File: config.mk
export PLATFORM = sky130hd
export DESIGN_NAME = ifu_exec
export DESIGN_NICKNAME = d
export VERILOG_FILES = /design/src/rtl/ifu_exec.sv
export SDC_FILE = /design/constraint.sdc
export NUM_CORES = 2
export LEC_CHECK = 0
export BUFFER_PORTS_ARGS = -buffer_cell sky130_fd_sc_hd__buf_2
export CAP_MARGIN = 20
export CORE_UTILIZATION = 58
export CTS_CLUSTER_SIZE = 8
export DETAILED_ROUTE_END_ITERATION = 6
export MAX_ROUTING_LAYER = met4
export PLACE_DENSITY = 0.75
export SLEW_MARGIN = 5
export SYNTH_ARGS = -nofsm -noshare
export SYNTH_HDL_FRONTEND = slang
export SYNTH_SLANG_ARGS = --single-unit
export TNS_END_PERCENT = 10
File: constraint.sdc
create_clock -name clk -period 5.4 [get_ports clk]
set_clock_uncertainty 0.15 [all_clocks]
set_input_delay 0.54 -clock clk [delete_from_list [all_inputs] [get_ports clk]]
set_output_delay 0.54 -clock clk [all_outputs]
set_load 0.01 [all_outputs]
File: src/rtl/ifu_exec.sv
// RV32IM R-type execute stage: single-cycle ALU, shift-add multiplier, restoring divider.
// Latency: ALU and short-circuit div 1; MUL XLEN/MUL_BITS+1; DIV/REM XLEN+2 cycles.
// Backpressure: one op in flight; in_ready drops until the pending result drains via out_ready.
module ifu_exec #(
    parameter int XLEN     = 32,
    parameter int MUL_BITS = 1,
    parameter int TAG_W    = 5
) (
    input  logic             clk,
    input  logic             rst,
    input  logic             in_valid,
    output logic             in_ready,
    input  logic [2:0]       in_func3,
    input  logic             in_func7b5,
    input  logic             in_mext,
    input  logic [XLEN-1:0]  in_a,
    input  logic [XLEN-1:0]  in_b,
    input  logic [TAG_W-1:0] in_tag,
    output logic             out_valid,
    input  logic             out_ready,
    output logic [XLEN-1:0]  out_result,
    output logic [TAG_W-1:0] out_tag,
    output logic             busy
);
    localparam int SHW     = $clog2(XLEN);
    localparam int CW      = $clog2(XLEN) + 1;
    localparam int MUL_CYC = XLEN / MUL_BITS;

    typedef enum logic [2:0] {S_IDLE, S_MUL, S_DIV, S_FIX, S_DONE} state_t;

    state_t              state, state_nxt;
    logic [CW-1:0]       cnt;
    logic [1:0]          f3_q;
    logic                mul_q;
    logic [TAG_W-1:0]    tag_q;
    logic [XLEN-1:0]     res_q;
    logic [2*XLEN-1:0]   acc;
    logic [2*XLEN-1:0]   mcand;
    logic [XLEN-1:0]     mplier;
    logic [XLEN-1:0]     dvs;
    logic                neg_q, neg_r;

    logic                fire;
    logic                is_mul_in, is_div_in, div_signed_in, b_zero, div_ovf, short_div;
    logic                a_sgn_mul, b_sgn_mul;
    logic [XLEN-1:0]     alu_res, sc_res, a_mag, b_mag;
    logic [SHW-1:0]      shamt;
    logic [2*XLEN-1:0]   a_ext, acc_init, mul_sum, div_nxt;
    logic [XLEN:0]       r_sh, diff;
    logic [XLEN-1:0]     acc_hi, acc_lo;

    assign in_ready  = (state == S_IDLE) && (!out_valid || out_ready);
    assign fire      = in_valid && in_ready;
    assign busy      = (state != S_IDLE) || out_valid;
    assign acc_hi    = acc[2*XLEN-1:XLEN];
    assign acc_lo    = acc[XLEN-1:0];

    assign is_mul_in     = in_mext && !in_func3[2];
    assign is_div_in     = in_mext && in_func3[2];
    assign div_signed_in = !in_func3[0];
    assign b_zero        = (in_b == '0);
    assign div_ovf       = div_signed_in && (in_a == {1'b1, {(XLEN-1){1'b0}}}) && (in_b == '1);
    assign short_div     = is_div_in && (b_zero || div_ovf);
    assign shamt         = in_b[SHW-1:0];

    always_comb begin
        alu_res = '0;
        case (in_func3)
            3'b000: alu_res = in_func7b5 ? (in_a - in_b) : (in_a + in_b);
            3'b001: alu_res = in_a << shamt;
            3'b010: alu_res = {{(XLEN-1){1'b0}}, ($signed(in_a) < $signed(in_b))};
            3'b011: alu_res = {{(XLEN-1){1'b0}}, (in_a < in_b)};
            3'b100: alu_res = in_a ^ in_b;
            3'b101: begin
                if (in_func7b5) alu_res = $signed(in_a) >>> shamt;
                else            alu_res = in_a >> shamt;
            end
            3'b110: alu_res = in_a | in_b;
            default: alu_res = in_a & in_b;
        endcase
    end

    // Divide-by-zero and signed overflow resolve at issue without iterating.
    assign sc_res = b_zero ? (in_func3[1] ? in_a : '1) : (in_func3[1] ? '0 : in_a);
    assign a_mag  = (div_signed_in && in_a[XLEN-1]) ? -in_a : in_a;
    assign b_mag  = (div_signed_in && in_b[XLEN-1]) ? -in_b : in_b;

    // A signed multiplier's top bit weighs -2^(XLEN-1); pre-load its contribution so
    // only XLEN multiplier bits need to be walked.
    assign a_sgn_mul = (in_func3[1:0] != 2'b11);
    assign b_sgn_mul = !in_func3[1];
    assign a_ext     = {{XLEN{a_sgn_mul & in_a[XLEN-1]}}, in_a};
    assign acc_init  = (b_sgn_mul && in_b[XLEN-1]) ? -{in_a, {XLEN{1'b0}}} : '0;

    always_comb begin
        mul_sum = acc;
        for (int j = 0; j < MUL_BITS; j++) begin
            if (mplier[j]) mul_sum = mul_sum + (mcand << j);
        end
    end

    // acc holds {remainder, dividend/quotient} while dividing.
    assign r_sh    = {acc_hi, acc_lo[XLEN-1]};
    assign diff    = r_sh - {1'b0, dvs};
    assign div_nxt = diff[XLEN] ? {r_sh[XLEN-1:0], acc_lo[XLEN-2:0], 1'b0}
                                : {diff[XLEN-1:0], acc_lo[XLEN-2:0], 1'b1};

    always_comb begin
        state_nxt = state;
        case (state)
            S_IDLE: begin
                if (fire) begin
                    if (is_mul_in)                    state_nxt = S_MUL;
                    else if (is_div_in && !short_div) state_nxt = S_DIV;
                    else                              state_nxt = S_DONE;
                end
            end
            S_MUL:   if (cnt == CW'(MUL_CYC - 1)) state_nxt = S_DONE;
            S_DIV:   if (cnt == CW'(XLEN - 1))    state_nxt = S_FIX;
            S_FIX:   state_nxt = S_DONE;
            S_DONE:  state_nxt = S_IDLE;
            default: state_nxt = S_IDLE;
        endcase
    end

    always_ff @(posedge clk) begin
        if (rst) state <= S_IDLE;
        else     state <= state_nxt;
    end

    always_ff @(posedge clk) begin
        if (rst) begin
            cnt    <= '0;
            f3_q   <= '0;
            mul_q  <= 1'b0;
            tag_q  <= '0;
            res_q  <= '0;
            acc    <= '0;
            mcand  <= '0;
            mplier <= '0;
            dvs    <= '0;
            neg_q  <= 1'b0;
            neg_r  <= 1'b0;
        end else begin
            case (state)
                S_IDLE: begin
                    if (fire) begin
                        f3_q  <= in_func3[1:0];
                        mul_q <= is_mul_in;
                        tag_q <= in_tag;
                        cnt   <= '0;
                        if (is_mul_in) begin
                            acc    <= acc_init;
                            mcand  <= a_ext;
                            mplier <= in_b;
                        end else if (short_div) begin
                            res_q <= sc_res;
                        end else if (is_div_in) begin
                            acc   <= {{XLEN{1'b0}}, a_mag};
                            dvs   <= b_mag;
                            neg_q <= div_signed_in && (in_a[XLEN-1] ^ in_b[XLEN-1]);
                            neg_r <= div_signed_in && in_a[XLEN-1];
                        end else begin
                            res_q <= alu_res;
                        end
                    end
                end
                S_MUL: begin
                    acc    <= mul_sum;
                    mcand  <= mcand << MUL_BITS;
                    mplier <= mplier >> MUL_BITS;
                    cnt    <= cnt + 1'b1;
                end
                S_DIV: begin
                    acc <= div_nxt;
                    cnt <= cnt + 1'b1;
                end
                S_FIX: begin
                    if (f3_q[1]) res_q <= neg_r ? -acc_hi : acc_hi;
                    else         res_q <= neg_q ? -acc_lo : acc_lo;
                end
                default: ;
            endcase
        end
    end

    always_ff @(posedge clk) begin
        if (rst) begin
            out_valid  <= 1'b0;
            out_result <= '0;
            out_tag    <= '0;
        end else if (state == S_DONE) begin
            out_valid  <= 1'b1;
            out_result <= mul_q ? ((f3_q == 2'b00) ? acc_lo : acc_hi) : res_q;
            out_tag    <= tag_q;
        end else if (out_valid && out_ready) begin
            out_valid <= 1'b0;
        end
    end
endmodule

* After elaboration in Yosys (flattened, before gate mapping)
Cells that the tools add are included.
** Word-level totals
- Input bits :: 78
- Word-level logic and storage cells :: 141
- Output and inout bits :: 40
- Register bits after elaboration :: 281
** Cells by class
- $add $sub $neg :: 10
- Mux-type cells :: 42
- Bitwise gates (word level) :: 7
- Order comparisons :: 2
- Reductions and logical operators :: 39
- Eq/ne operators :: 23
- Shift-type cells :: 3
** Operators by type and width (number)
- $mux 32 :: 18
- $mux 64 :: 9
- $pmux 32 s7 :: 1
- $pmux 64 s3 :: 1
- $neg 32->32 :: 4
- $pmux 32 s2 :: 2
- $pmux 64 s2 :: 1
- $add 64x64->64 :: 1
- $eq 32x32->1 const B :: 2
- $lt 32x32->1 :: 2
- $neg 64->64 :: 1
- $sub 33x32->33 :: 1
- $add 32x32->32 :: 1
- $and 32x32->32 :: 1
- $logic_not 32->1 :: 1
- $or 32x32->32 :: 1
- $shl 32x5->32 :: 1
- $shr 32x5->32 :: 1
- $sshr 32x5->32 :: 1
- $sub 32x32->32 :: 1
- $xor 32x32->32 :: 1
- $mux 3 :: 5
- $ne 2x2->1 const B :: 7
- $logic_and 1x1->1 :: 13
- other kinds (24) :: 49

* Longest topological paths before layout
- Depth after elaboration :: 11
- Depth in mapped cells :: 19
- Depth with buffers taken out :: 14

* Worst setup path after synthesis
OpenSTA, ideal clock, no wires.
- Path kind :: input-to-reg
- Start point :: input in_b[2]
- End point :: register res_q[31]
- Path buffers :: 5
- Library setup time :: 0.101 ns
- Arrival time :: 4.098 ns
- Setup slack :: 1.051 ns
- Cell stages on the path :: 17
- Required time :: 5.149 ns
- Cells stage by stage :: clkbuf_1 inv_1 buf_2 buf_1 clkbuf_1 ha_1 buf_2 o21a_1 a21oi_1 a21o_1 a211oi_2 a211oi_1 o31ai_1 a2111oi_0 a221o_1 nor2_1 o41ai_1
** On the way
- Word-level cells in the longest chain between the ends :: 8
- Elaborated cells between the ends (all ways) :: 21
- Classes of those cells :: add/sub (2); eq/ne (2); shift (3); mux (9); reduce/logical (5)
** RTL lines
- from (decl) :: RTL line 17 : input logic [XLEN-1:0] in_b,
- $add 32x32->32, or another cell as far along :: RTL line 69 : 3'b000: alu_res = in_func7b5 ? (in_a - in_b) : (in_a + in_b);
- $mux 32, or another cell as far along :: RTL line 69
- $pmux 32 s7 or $logic_or 1x1->1 (tied branches) :: RTL line 68, 63
- $mux 32 or $logic_and 1x1->1 (tied branches) :: RTL line 158, 63
- $mux 32 :: RTL line 156 : end else if (short_div) begin
- $mux 32 :: RTL line 152 : if (is_mul_in) begin
- $mux 32 :: RTL line 147 : if (fire) begin
- $pmux 32 s2 :: RTL line 145 : case (state)
- to (signal assigned) :: RTL line 157 : res_q <= sc_res;
- to (signal assigned) :: RTL line 164 : res_q <= alu_res;
- to (signal assigned) :: RTL line 179 : if (f3_q[1]) res_q <= neg_r ? -acc_hi : acc_hi;
- to (decl) :: RTL line 36 : logic [XLEN-1:0] res_q;
Parallel ways exist; a longest one is shown, timed or not. The select of a mux whose other input is x is not followed.
A chain may end at the register's enable or synchronous reset.

* Final worst setup path
- Start point :: register acc[0]
- End point :: register acc[60]
** On the way
- Word-level cells in the longest chain between the ends :: 3
** RTL lines
- from (decl) :: RTL line 37 : logic [2*XLEN-1:0] acc;
- from (signal assigned) :: RTL line 153 : acc <= acc_init;
- from (signal assigned) :: RTL line 159 : acc <= {{XLEN{1'b0}}, a_mag};
- from (signal assigned) :: RTL line 169 : acc <= mul_sum;
- $add 64x64->64 :: RTL line 98 : if (mplier[j]) mul_sum = mul_sum + (mcand << j);
- $mux 64 :: RTL line 98
- $pmux 64 s3 :: RTL line 145
Every way passes these cells. The select of a mux whose other input is x is not followed.

==> impl_metrics.yaml <==
outcome:
  run_status: "complete, no violations"
timing:
  grt_setup_unrepaired: "false"
  finalSetupViolCount: 0
  worst_slew_margin_rel: 0.263
  clock_period_minus_final_worst_setup_slack_ns: 4.49
  final_hold_viol_count: 0
  max_freq_ghz: 0.223
  finalMaxSlewViolations: 0
  timing.final.crit_share: 0.831
  worst_margin_pin_slew_ns: 1.11
  tns_ns: 0
synthesis:
  synth.top_cells.by_count: "nor2_1 (608), nand2_1 (435), a21oi_1 (418)"
  synth.most_common_cell: "nor2_1"
  synth-edff-count: 0
  synth_cell_type_count: 101
  synth-warning-count: 0
  ys_seq_area_frac: 0.183
  synth.largest_area_cell: "dfxtp_1"
  yosys_most_used_dff: "dfxtp_1"
  synth_seq_cells: 281
  avgSynthCellArea_sq_um: 7.12
  post_syn_instances: 4315
  postSynth.asyncResetShare: 0
  synth_top_cell_area_share: 0.183
  synth_nets: 4595
  synth.cell_area_sq_um: 30700
  yosys-top-cells-area: "dfxtp_1 (18%), ha_1 (8.1%), nor2_1 (7.4%)"
route:
  drt_iter0_markers: 5497
  routed_wire_length_per_instance_um: 29.8
  drtPass1Iterations: 7
  detail_route.wirelength_um: 146000
  routed_via_density: 7.33
  drcViolationCount: 0
  postRouteAntennaNets: 0
  vias: 35948
place:
  hpwlAfterDp_um: 107000
  io_buffer_count: 117
  routabilityCongestion: 1.12
floorplanning:
  dieArea_sq_um: 53900
  design.portCount: 118
  die-height_um: 232
  die_width_um: 232
  design.core.area_sq_um: 51800
  fp-row-count: 83
  initial_core_util: 0.593
final_layout:
  area_delta_synth_final_pct: 6.67
  drive_gt1_frac: 0.0975
  layout.filler_cells: 4768
  num-nets-final: 4489
grt:
  antenna_found_initial: 6
  globalRouteOverflowTotal: 0
  grt_max_degree: 82
  grt_pass1_wl_um: 211000
  grt_pass1_vias: 32193
  globalRouteTotalUtil: 0.541
power:
  p_per_area_nw_per_um2: 357
  pwr-share-clk: 0.214
  switching_portion_of_total_power: 0.481
  post-layout-total-power_w: 0.0117
  static-leakage-power_nw: 12.5
  p_comb_frac: 0.528
  vdd.ir_drop.worst_uv: 356
  p_switching_w: 0.00564
  seqPwrFrac: 0.258
  intPower_w: 0.00607
cts:
  clkTransAtPathRegs_ns: 0.05
  holdBufCountCts: 0
  clock_sink_count: 281
  cts-root-buf: "clkbuf_16"
  numCtsBuffers: 42
  cts_setup_buffers: 0
  cts_max_level: 2
  clk_path_buf_depth: 3
  clock_latency_on_the_worst_skew_pair_ns: 0.60
  ctsResizeCount: 0
  tritoncts_clock_tree: "built"
worst_setup_path:
  path_class: "flop to flop"
  worst-path-max-fanout: 8
  worst_ep_arrival_time_ns: 4.77
  worst-endpoint-required_ns: 5.68
  worst_setup_path_end_kind: "flop"
  critPathLaunchType: "flop"
job:
  max-cap-violations: 0
worst_hold_path:
  class_of_the_worst_hold_path: "primary input to flop"
[power by group through the flow]
stage / Sequential, W / Combinational, W / Clock [W]
6_report: 0.00303 / 0.00618 / 0.00250
5_1_grt: 0.00303 / 0.00653 / 0.00257
4_1_cts: 0.00297 / 0.00590 / 0.00248
3_5_place_dp: 0.00301 / 0.00586 / 0
3_3_place_gp: 0.00301 / 0.00581 / 0
2_1_floorplan: 0.00270 / 0.00439 / 0
[sequential cells by signal, summed over array words and instances (netlist names), 2 cells and up]
signal      cells
acc            64
dvs            32
mplier         32
state           3
mcand          64
out_result     32
res_q          32
tag_q           5
cnt             6
out_tag         5
f3_q            2
[stage by stage]
step	cells	setup WS [ns]	hold WS, ns	cell area, sq um	utilization
after floorplan	4315	1.05	0.282	30700	-
after global placement	4842	0.906	0.291	31500	0.609
after detailed placement	4843	0.890	0.297	31600	0.609
after CTS	4895	1.18	0.0473	32700	0.632
after global routing	4902	0.809	0.0544	32800	0.632
final	4905	0.914	0.0587	32800	0.632
[logic make-up (layout without fill, tap and decap cells)]
logic type               count (synthesis)  in the layout  share of synthesized area
flip-flops                             281            281                      0.183
AO/OA/AOI/OAI                         1434           1434                      0.308
multiplexers                           132            132                     0.0669
adder cells (fa/ha/maj)                231            231                     0.0927
buffers and inverters                  543            445                     0.0712
XOR/XNOR                               247            247                     0.0704
other                                    0              8                          0
AND/OR/NAND/NOR                       1447           1447                      0.207
[layout by cell type (no fill, tap or decap), drive strengths merged, types with 44 or more instances in the layout]
cell,instances
clkbuf,49
xnor2,195
nor2,608
xor2,52
inv,162
a21oi,419
a311oi,104
a31oi,47
dfxtp,281
ha,198
nor3,111
buf,221
nand3,54
o21ai,286
a21o,44
mux2i,60
o211ai,48
nand2,436
mux4,57
a211oi,124
nand4,59
[final cells by class]
cell class                 instances  area [sq um]  area share
inverter                         169           634      0.0194
antenna                            8          20.0    0.000611
clock buffer                      47          1080      0.0330
clock inverter                     5          92.6     0.00283
multi-input combinational       3491         23000       0.701
sequential                       281          5630       0.172
timing repair buffer             224          1490      0.0454
tap                              680           851      0.0260
[metal layers]
| layer | routed length (um) | GRT usage | part of all wire | vias to the layer above |
|---|---|---|---|---|
| li1 | - | - | - | 15591 |
| met1 | 53600 | 0.647 | 0.37 | 16607 |
| met2 | 58400 | 0.748 | 0.40 | 2998 |
| met3 | 21400 | 0.182 | 0.15 | 752 |
| met4 | 12800 | 0.395 | 0.087 | 0 |
| met5 | 0 | - | 0 | - |
[final timing paths]
check | depth (start not counted) | endpoint | slack (ns) | start
worst max-delay path | 12 | acc[60] | 0.91 | acc[0]
worst min-delay path | 3 | tag_q[4] | 0.06 | in_tag[4]
worst max register to register | 12 | acc[60] | 0.91 | acc[0]
worst min register to register | 2 | tag_q[3] | 0.30 | tag_q[3]
[critical path: stages, from the launching register on]
cell       delay, ns
dfxtp_1         0.52
ha_1            0.28
fa_1            0.26
a211oi_1        0.11
o21ai_0         0.53
nand4_1         0.17
o211ai_1        0.28
a21oi_1         0.24
o41ai_2         0.81
a2111oi_0       0.37
o21ai_0         0.31
mux2i_1         0.21
o31ai_1         0.10
Note: power is estimated with default switching activity, not from simulation.
